**config.mk**
```make
export PLATFORM = sky130hd
export DESIGN_NAME = shift_sequencer
export DESIGN_NICKNAME = d
export VERILOG_FILES = /design/src/rtl/shift_sequencer.sv
export SDC_FILE = /design/constraint.sdc
export NUM_CORES = 1
export LEC_CHECK = 0
export ABC_AREA = 0
export CAP_MARGIN = 20
export CORE_MARGIN = 5
export CORE_UTILIZATION = 51
export CTS_CLUSTER_SIZE = 28
export DETAILED_ROUTE_END_ITERATION = 8
export GPL_TIMING_DRIVEN = 0
export PLACE_DENSITY = 0.85
export SKIP_LAST_GASP = 1
export SLEW_MARGIN = 10
export SYNTH_ARGS = -nofsm -noshare
export SYNTH_HDL_FRONTEND = slang
export SYNTH_SLANG_ARGS = --single-unit
```
**constraint.sdc**
```tcl
create_clock -name clk -period 2.05 [get_ports clk]
set_input_delay 0.41 -clock clk [delete_from_list [all_inputs] [get_ports clk]]
set_output_delay 0.41 -clock clk [all_outputs]
set_load 0.01 [all_outputs]
```
**src/rtl/shift_sequencer.sv**
```systemverilog
// shift_sequencer: multi-cycle byte shift/rotate unit; ports clk, rst (async high), start/op/amount/din request in, busy/done/dout/carry/zero out
module shift_sequencer #(
  parameter int DW   = 8,
  parameter int CNTW = 3
) (
  input  logic            clk,
  input  logic            rst,
  input  logic            start,
  input  logic [2:0]      op,
  input  logic [CNTW-1:0] amount,
  input  logic [DW-1:0]   din,
  output logic            busy,
  output logic            done,
  output logic [DW-1:0]   dout,
  output logic            carry,
  output logic            zero
);
  typedef enum logic [1:0] {IDLE, SHIFT, DONE} state_t;
  state_t state_q, state_d;
  logic [DW-1:0] d_q, d_d, dout_q, dout_d, s;
  logic [2:0] op_q, op_d;
  logic [CNTW-1:0] cnt_q, cnt_d;
  logic carry_q, carry_d, zero_q, zero_d, sc;
  always_comb begin
    case (op_q)
      3'd0:    {sc, s} = {d_q[DW-1], d_q[DW-2:0], 1'b0};
      3'd1:    {sc, s} = {d_q[DW-1], d_q[DW-2:0], d_q[DW-1]};
      3'd2:    {sc, s} = {d_q[0], 1'b0, d_q[DW-1:1]};
      3'd3:    {sc, s} = {d_q[0], d_q[0], d_q[DW-1:1]};
      3'd5:    {sc, s} = {d_q[DW-1], d_q[DW-2:0], 1'b1};
      3'd6:    {sc, s} = {d_q[0], 1'b1, d_q[DW-1:1]};
      default: {sc, s} = {1'b0, d_q};
    endcase
  end
  always_comb begin
    state_d = state_q;
    d_d     = d_q;
    op_d    = op_q;
    cnt_d   = cnt_q;
    dout_d  = dout_q;
    carry_d = carry_q;
    zero_d  = zero_q;
    case (state_q)
      IDLE: if (start) begin
        d_d     = din;
        op_d    = op;
        cnt_d   = amount;
        state_d = (amount == '0) ? DONE : SHIFT;
        if (amount == '0) begin
          dout_d  = din;
          carry_d = 1'b0;
          zero_d  = (din == '0);
        end
      end
      SHIFT: begin
        d_d   = s;
        cnt_d = (cnt_q == CNTW'(1)) ? cnt_q : cnt_q - CNTW'(1);
        if (cnt_q == CNTW'(1)) begin
          state_d = DONE;
          dout_d  = s;
          carry_d = sc;
          zero_d  = (s == '0);
        end
      end
      default: state_d = IDLE;
    endcase
  end
  always_ff @(posedge clk or posedge rst) begin
    if (rst) begin
      state_q <= IDLE;
      d_q     <= '0;
      op_q    <= '0;
      cnt_q   <= '0;
      dout_q  <= '0;
      carry_q <= 1'b0;
      zero_q  <= 1'b0;
    end else begin
      state_q <= state_d;
      d_q     <= d_d;
      op_q    <= op_d;
      cnt_q   <= cnt_d;
      dout_q  <= dout_d;
      carry_q <= carry_d;
      zero_q  <= zero_d;
    end
  end
  assign busy  = (state_q != IDLE);
  assign done  = (state_q == DONE);
  assign dout  = dout_q;
  assign carry = carry_q;
  assign zero  = zero_q;
endmodule

```
==> flow_summary.toml, run 1 <==
[setup_path]
cp-end-kind = "output port"
reg2reg_setup_slack_ns = 0.26
critPathRequiredTime_ns = 1.64
worstSetupStartpoint = "state_q[0]$_DFFE_PP0P_"
reg2reg_to = "zero$_DFFE_PP0P_"
critPathArrivalTime_ns = 1.49
setup.worst_path.class = "flip-flop to output port"
source_of_the_worst_register_to_register_timing_path = "cnt_q[1]$_DFFE_PP0P_"
timing.critical_path.fanout_max = 6
critPathLaunchType = "flip-flop"
reg2reg_depth = 7

[cells_and_area]
final_cell_count_no_fill = 239
nNetsFinal = 226
finalInstanceArea_mm2 = 0.00193
mostFrequentLayoutCell = "sky130_fd_sc_hd__clkdlybuf4s50_1"
antenna_cells_inserted = 0
most_frequent_cells_in_the_layout = "sky130_fd_sc_hd__clkdlybuf4s50_1, sky130_fd_sc_hd__nand2_1, sky130_fd_sc_hd__dfrtp_1"
drive_gt1_frac = 0.141
nFillCells = 251
synthToLayoutAreaGrowth_pct = 25.2

[global_routing]
wire_length_of_the_first_global_routing_pass_mm = 6.12
groute.usage.overall = 0.182
grt_start_max_net_pins = 27
initial_antenna_violation_count = 0
number_of_global_route_vias_before_repair = 1334
globalRouteOverflowTotal = 0

[power_and_ir_drop]
vdd_ir_drop_max_uv = 914
power_density_mw_per_mm2 = 1640
internal_power_mw = 1.79
power.combinational.fraction = 0.607
power_switching_share = 0.434
pwr-share-clk = 0.083
switching_power_mw = 1.37
seq_power_share = 0.310
p_leak_nw = 0.828

[synth]
synth-async-reset-ratio = 1.00
ys_dominant_reg_cell = "sky130_fd_sc_hd__dfrtp_1"
syn-num-nets = 192
yosysSeqAreaShare = 0.423
yosys_warnings = 0
mapped_avg_cell_area_um2 = 8.90
cell_area_after_synthesis_mm2 = 0.00154
synthDistinctLibCells = 41
yosys_register_bits = 26
post_synth_inst_count = 173
synth_enable_flop_cells = 0

[route]
drt_first_iter_violations = 94
vias = 1362
antenna_left = 0
detailedRoute.firstPassIterationCount = 4
drc_errors = 0
drt-vias-per-instance = 5.70
avgRoutedWirePerCell_um = 14.7
routed_wirelength_mm = 3.51

[hold_path]
worst_min_delay_path_category = "primary input to async pin"

[die]
die_area_mm2 = 0.00422
starting_density = 0.517
core.rowCount = 20
floorplan.io_pins = 29
core_mm2 = 0.00298
die_height_um = 64.9
width_of_the_die_um = 64.9

[clock_tree]
ctsHoldBuffers = 0
cts_setup_buffers = 0
numClockSinks = 26
worst_setup_hold_path_clk_slew_ns = 0.14
ctsRootBufferMaster = "sky130_fd_sc_hd__clkbuf_4"
clkLatencyLatePin_ns = 0.32
numCtsBuffers = 3
ctsLongestPathBuffers = 2
cts_tree = "yes"
cts_htree_levels = 1

[sta]
final-max-slew-violation-count = 0
period_share = 0.927
final.hold.worst_slack_ns = 0.290
max_slew.worst_pin.slew_ns = 0.465
setup_violations = 0
highest_clock_rate_mhz = 526
timing.final.hold_violations = 0
grt_setup_unrepaired = "no"
setup-tns-final_ns = 0
worst_clock_skew_ns = 0.00392
timing.final.crit_period_ns = 1.90
worst_slew_margin_rel = 0.690

[place]
finalWeightedCongestion = 0.851
place.detailed.instances = 234
detailedPlacementHpwl_mm = 2.64
placed_standard_cell_area_mm2 = 0.00186
io_buffers = 28

[job]
max_cap_viol_count = 0

[run_status]
status = "complete, no violations"
[cells by family after synthesis]
group                      synth area share
DFF                                   0.423
muxes                                0.0854
AOI/OAI and AO/OA                     0.194
and+or+nand+nor                       0.202
adders and majority gates            0.0309
buffers and inverters                0.0593
xor gates and xnor gates            0.00569
[worst max path at each step]
stage                        to  slack, ns  depth (start not counted)
6_report                   busy       0.15                          3
5_1_grt        zero$_DFFE_PP0P_       0.06                          7
4_1_cts                    busy       0.15                          3
3_5_place_dp   zero$_DFFE_PP0P_      -0.10                          6
3_3_place_gp   zero$_DFFE_PP0P_      -0.11                          6
2_1_floorplan  zero$_DFFE_PP0P_       0.47                          7
[through the flow]
stage                util  power (mW)  setup slack (ns)
floorplan               -        2.31             0.471
global placement    0.625        2.84            -0.109
detailed placement  0.625        2.89            -0.102
CTS                 0.637        3.15             0.154
global route        0.647        3.47            0.0554
finish              0.647        3.16             0.150
[sequential cells by signal, indices dropped and copies added, names as in the netlist]
name,flops
d_q,8
zero,1
dout,8
op_q,3
cnt_q,3
state_q,2
carry,1
[worst max-delay path: stages, from the launching register on]
cell	delay (ns)
sky130_fd_sc_hd__dfrtp_1	0.46
sky130_fd_sc_hd__nor2_1	0.18
sky130_fd_sc_hd__inv_1	0.06
sky130_fd_sc_hd__clkdlybuf4s50_1	0.48
[Yosys cell counts, drive strengths merged (2+ instances only)]
cell type  count  share of area
nand2         27          0.066
dfrtp         26           0.42
o21ai         18          0.059
a21oi         11          0.038
nor2          10          0.024
inv            9          0.022
mux2           9          0.066
buf            8          0.033
nor2b          5          0.020
nand3          4          0.013
nor3           4          0.013
o221ai         4          0.023
mux2i          3          0.020
nand2b         3          0.012
nor3b          3          0.015
o21a           3          0.015
a31oi          2         0.0081
and3           2         0.0081
ha             2          0.016
maj3           2          0.015
nand4          2         0.0081
[final cells by class]
type	instances	area (um2)	area share
inverters	10	37.5	0.0195
clock buffers	4	36.3	0.0188
plain buffers	9	53.8	0.0279
flip-flops and latches	26	651	0.338
well taps	33	41.3	0.0214
multi-input cells	128	800	0.415
repair buffers	29	308	0.160
[power groups by stage]
stage	Combinational [mW]	Clock (mW)	Sequential, mW
floorplan	1.32	0	0.984
global placement	1.86	0	0.980
detailed placement	1.90	0	0.988
CTS	1.91	0.261	0.978
global route	2.16	0.290	1.02
finish	1.92	0.262	0.980
[what timing repair did]
action	CTS	global route
endpoints found under the hold margin	0	0
gates resized for setup	0	1
setup endpoints to repair	0	1
[metal layers]
metal / GRT usage / share of wire / up-vias
li1: - / - / 675
met1: 0.264 / 0.48 / 659
met5: 0 / 0 / -
met4: 0.0528 / 0.011 / 0
met2: 0.290 / 0.48 / 23
met3: 0.0156 / 0.019 / 5
Note: power is estimated with default switching activity, not from simulation.
==> run 2: changes to the inputs <==
clock period = 2.1 ns   (was 2.05 ns; I/O delays follow)
==> run 2 against run 1 <==
  * Wire length hardly changed
  * Highest routed layer unchanged
  * Hold slack gained 0.012 ns
  * Sequential power is 2.6% lower
  * Power shrank 2.5%
  * Critical path type unchanged
  * Clock power decreased by 3%
  * Critical endpoint unchanged
  * Combinational power down 3%
==> flow_summary.toml, run 2 (same netlist as run 1, synthesis figures left out) <==
[run_status]
status = "complete, no violations"

[route]
uppermost_signal_routing_layer_after_detailed_routing = "met4"
routed_wirelength_mm = 3.51
m1_wire_length_mm = 1.69
antenna_left = 0
route.met3.wl_um = 77
detailroute.wirelength.met2_mm = 1.70
drt-vias-per-instance = 5.73
avgRoutedWirePerCell_um = 14.7
drt_first_iter_violations = 94
detailedRoute.firstPassIterationCount = 5
drc_errors = 0
vias = 1370

[global_routing]
initial_antenna_violation_count = 0
wire_length_of_the_first_global_routing_pass_mm = 6.12
number_of_global_route_vias_before_repair = 1334
grt_start_max_net_pins = 27
groute.usage.overall = 0.182
globalRouteOverflowTotal = 0

[sta]
worst_slew_margin_rel = 0.688
grt_setup_unrepaired = "no"
period_share = 0.909
setup-tns-final_ns = 0
setup_violations = 0
final_critical_path_setup_slack_ns = 0.192
timing.final.hold_violations = 0
timing.final.crit_period_ns = 1.91
final.hold.worst_slack_ns = 0.302
highest_clock_rate_mhz = 524
max_slew.worst_pin.slew_ns = 0.468
final-max-slew-violation-count = 0
worst_clock_skew_ns = 0.00355

[setup_path]
reg2reg_setup_slack_ns = 0.24
setup.worst_path.class = "flip-flop to output port"
timing.critical_path.fanout_max = 6
worstSetupStartpoint = "state_q[0]$_DFFE_PP0P_"
cp-end-kind = "output port"
critical_path.endpoint = "busy"
reg2reg_to = "zero$_DFFE_PP0P_"
critPathLaunchType = "flip-flop"
critPathArrivalTime_ns = 1.49
source_of_the_worst_register_to_register_timing_path = "cnt_q[1]$_DFFE_PP0P_"
reg2reg_depth = 7
critPathRequiredTime_ns = 1.68

[cells_and_area]
most_frequent_cells_in_the_layout = "sky130_fd_sc_hd__clkdlybuf4s50_1, sky130_fd_sc_hd__nand2_1, sky130_fd_sc_hd__dfrtp_1"
mostFrequentLayoutCell = "sky130_fd_sc_hd__clkdlybuf4s50_1"
final_cell_count_no_fill = 239
finalInstanceArea_mm2 = 0.00192
nNetsFinal = 226
drive_gt1_frac = 0.136
synthToLayoutAreaGrowth_pct = 25.0
nFillCells = 252
antenna_cells_inserted = 0
final_core_utilization = 0.646

[clock_tree]
ctsRootBufferMaster = "sky130_fd_sc_hd__clkbuf_4"
cts.repair.resized = 0
ctsHoldBuffers = 0
ctsLongestPathBuffers = 2
cts_setup_buffers = 0
cts_tree = "yes"
numClockSinks = 26
numCtsBuffers = 3
worst_setup_hold_path_clk_slew_ns = 0.14
cts_htree_levels = 1
clkLatencyLatePin_ns = 0.32

[power_and_ir_drop]
total_power_mw = 3.08
internal_power_mw = 1.75
p_leak_nw = 0.827
switching_power_mw = 1.34
power.combinational.fraction = 0.608
power_density_mw_per_mm2 = 1600
pwr-share-clk = 0.082
seq_power_share = 0.310
vdd_ir_drop_max_uv = 892
power_switching_share = 0.434

[place]
place.detailed.instances = 234
detailedPlacementHpwl_mm = 2.64
io_buffers = 28
finalWeightedCongestion = 0.851
placed_standard_cell_area_mm2 = 0.00186
pre_cts_slack_ns = -0.0623

[die]
floorplan.io_pins = 29
core.rowCount = 20
starting_density = 0.517
core_mm2 = 0.00298
width_of_the_die_um = 64.9
die_height_um = 64.9
die_area_mm2 = 0.00422

[hold_path]
worst_min_delay_path_category = "primary input to async pin"

[job]
max_cap_viol_count = 0
==> run 2: cell types whose count changed in the layout (fill, tap and decap cells not counted) <==
cell	change
sky130_fd_sc_hd__nor2b_1	+1
sky130_fd_sc_hd__nor2b_2	-1
==> run 2: how the worst min path moves through the flow <==
stage	start	endpoint	slack, ns
detailed placement	dout[3]$_DFFE_PP0P_	dout[3]$_DFFE_PP0P_	0.47
CTS	dout[3]$_DFFE_PP0P_	dout[3]$_DFFE_PP0P_	0.51
global placement	dout[1]$_DFFE_PP0P_	dout[1]$_DFFE_PP0P_	0.47
floorplan	rst	carry$_DFFE_PP0P_	0.46
global route	rst	cnt_q[1]$_DFFE_PP0P_	0.31
finish	rst	cnt_q[1]$_DFFE_PP0P_	0.30
==> run 2: layer usage <==
layer | track usage | vias to the layer above
met1 | 0.264 | 662
li1 | - | 676
met5 | 0 | -
met2 | 0.290 | 28
met4 | 0.0528 | 0
met3 | 0.0156 | 4
==> run 2: power groups by stage <==
stage	registers, mW	clock network [mW]	logic (mW)
global route	0.993	0.283	2.11
floorplan	0.960	0	1.29
finish	0.955	0.254	1.87
detailed placement	0.965	0	1.86
CTS	0.954	0.255	1.87
global placement	0.957	0	1.82
==> run 2: worst max-delay path, cell delays in order (launching register included) <==
cell	delay (ns)
sky130_fd_sc_hd__dfrtp_1	0.46
sky130_fd_sc_hd__nor2_1	0.18
sky130_fd_sc_hd__inv_1	0.06
sky130_fd_sc_hd__clkdlybuf4s50_1	0.48
==> run 2: area by class of cell <==
cell class                      instances  area, um2  share of cell area
Clock buffer                            4       36.3              0.0189
Sequential cell                        26        651               0.338
Multi-Input combinational cell        128        797               0.414
Tap cell                               33       41.3              0.0215
Buffer                                  9       53.8              0.0280
Timing Repair Buffer                   29        308               0.160
Inverter                               10       37.5              0.0195
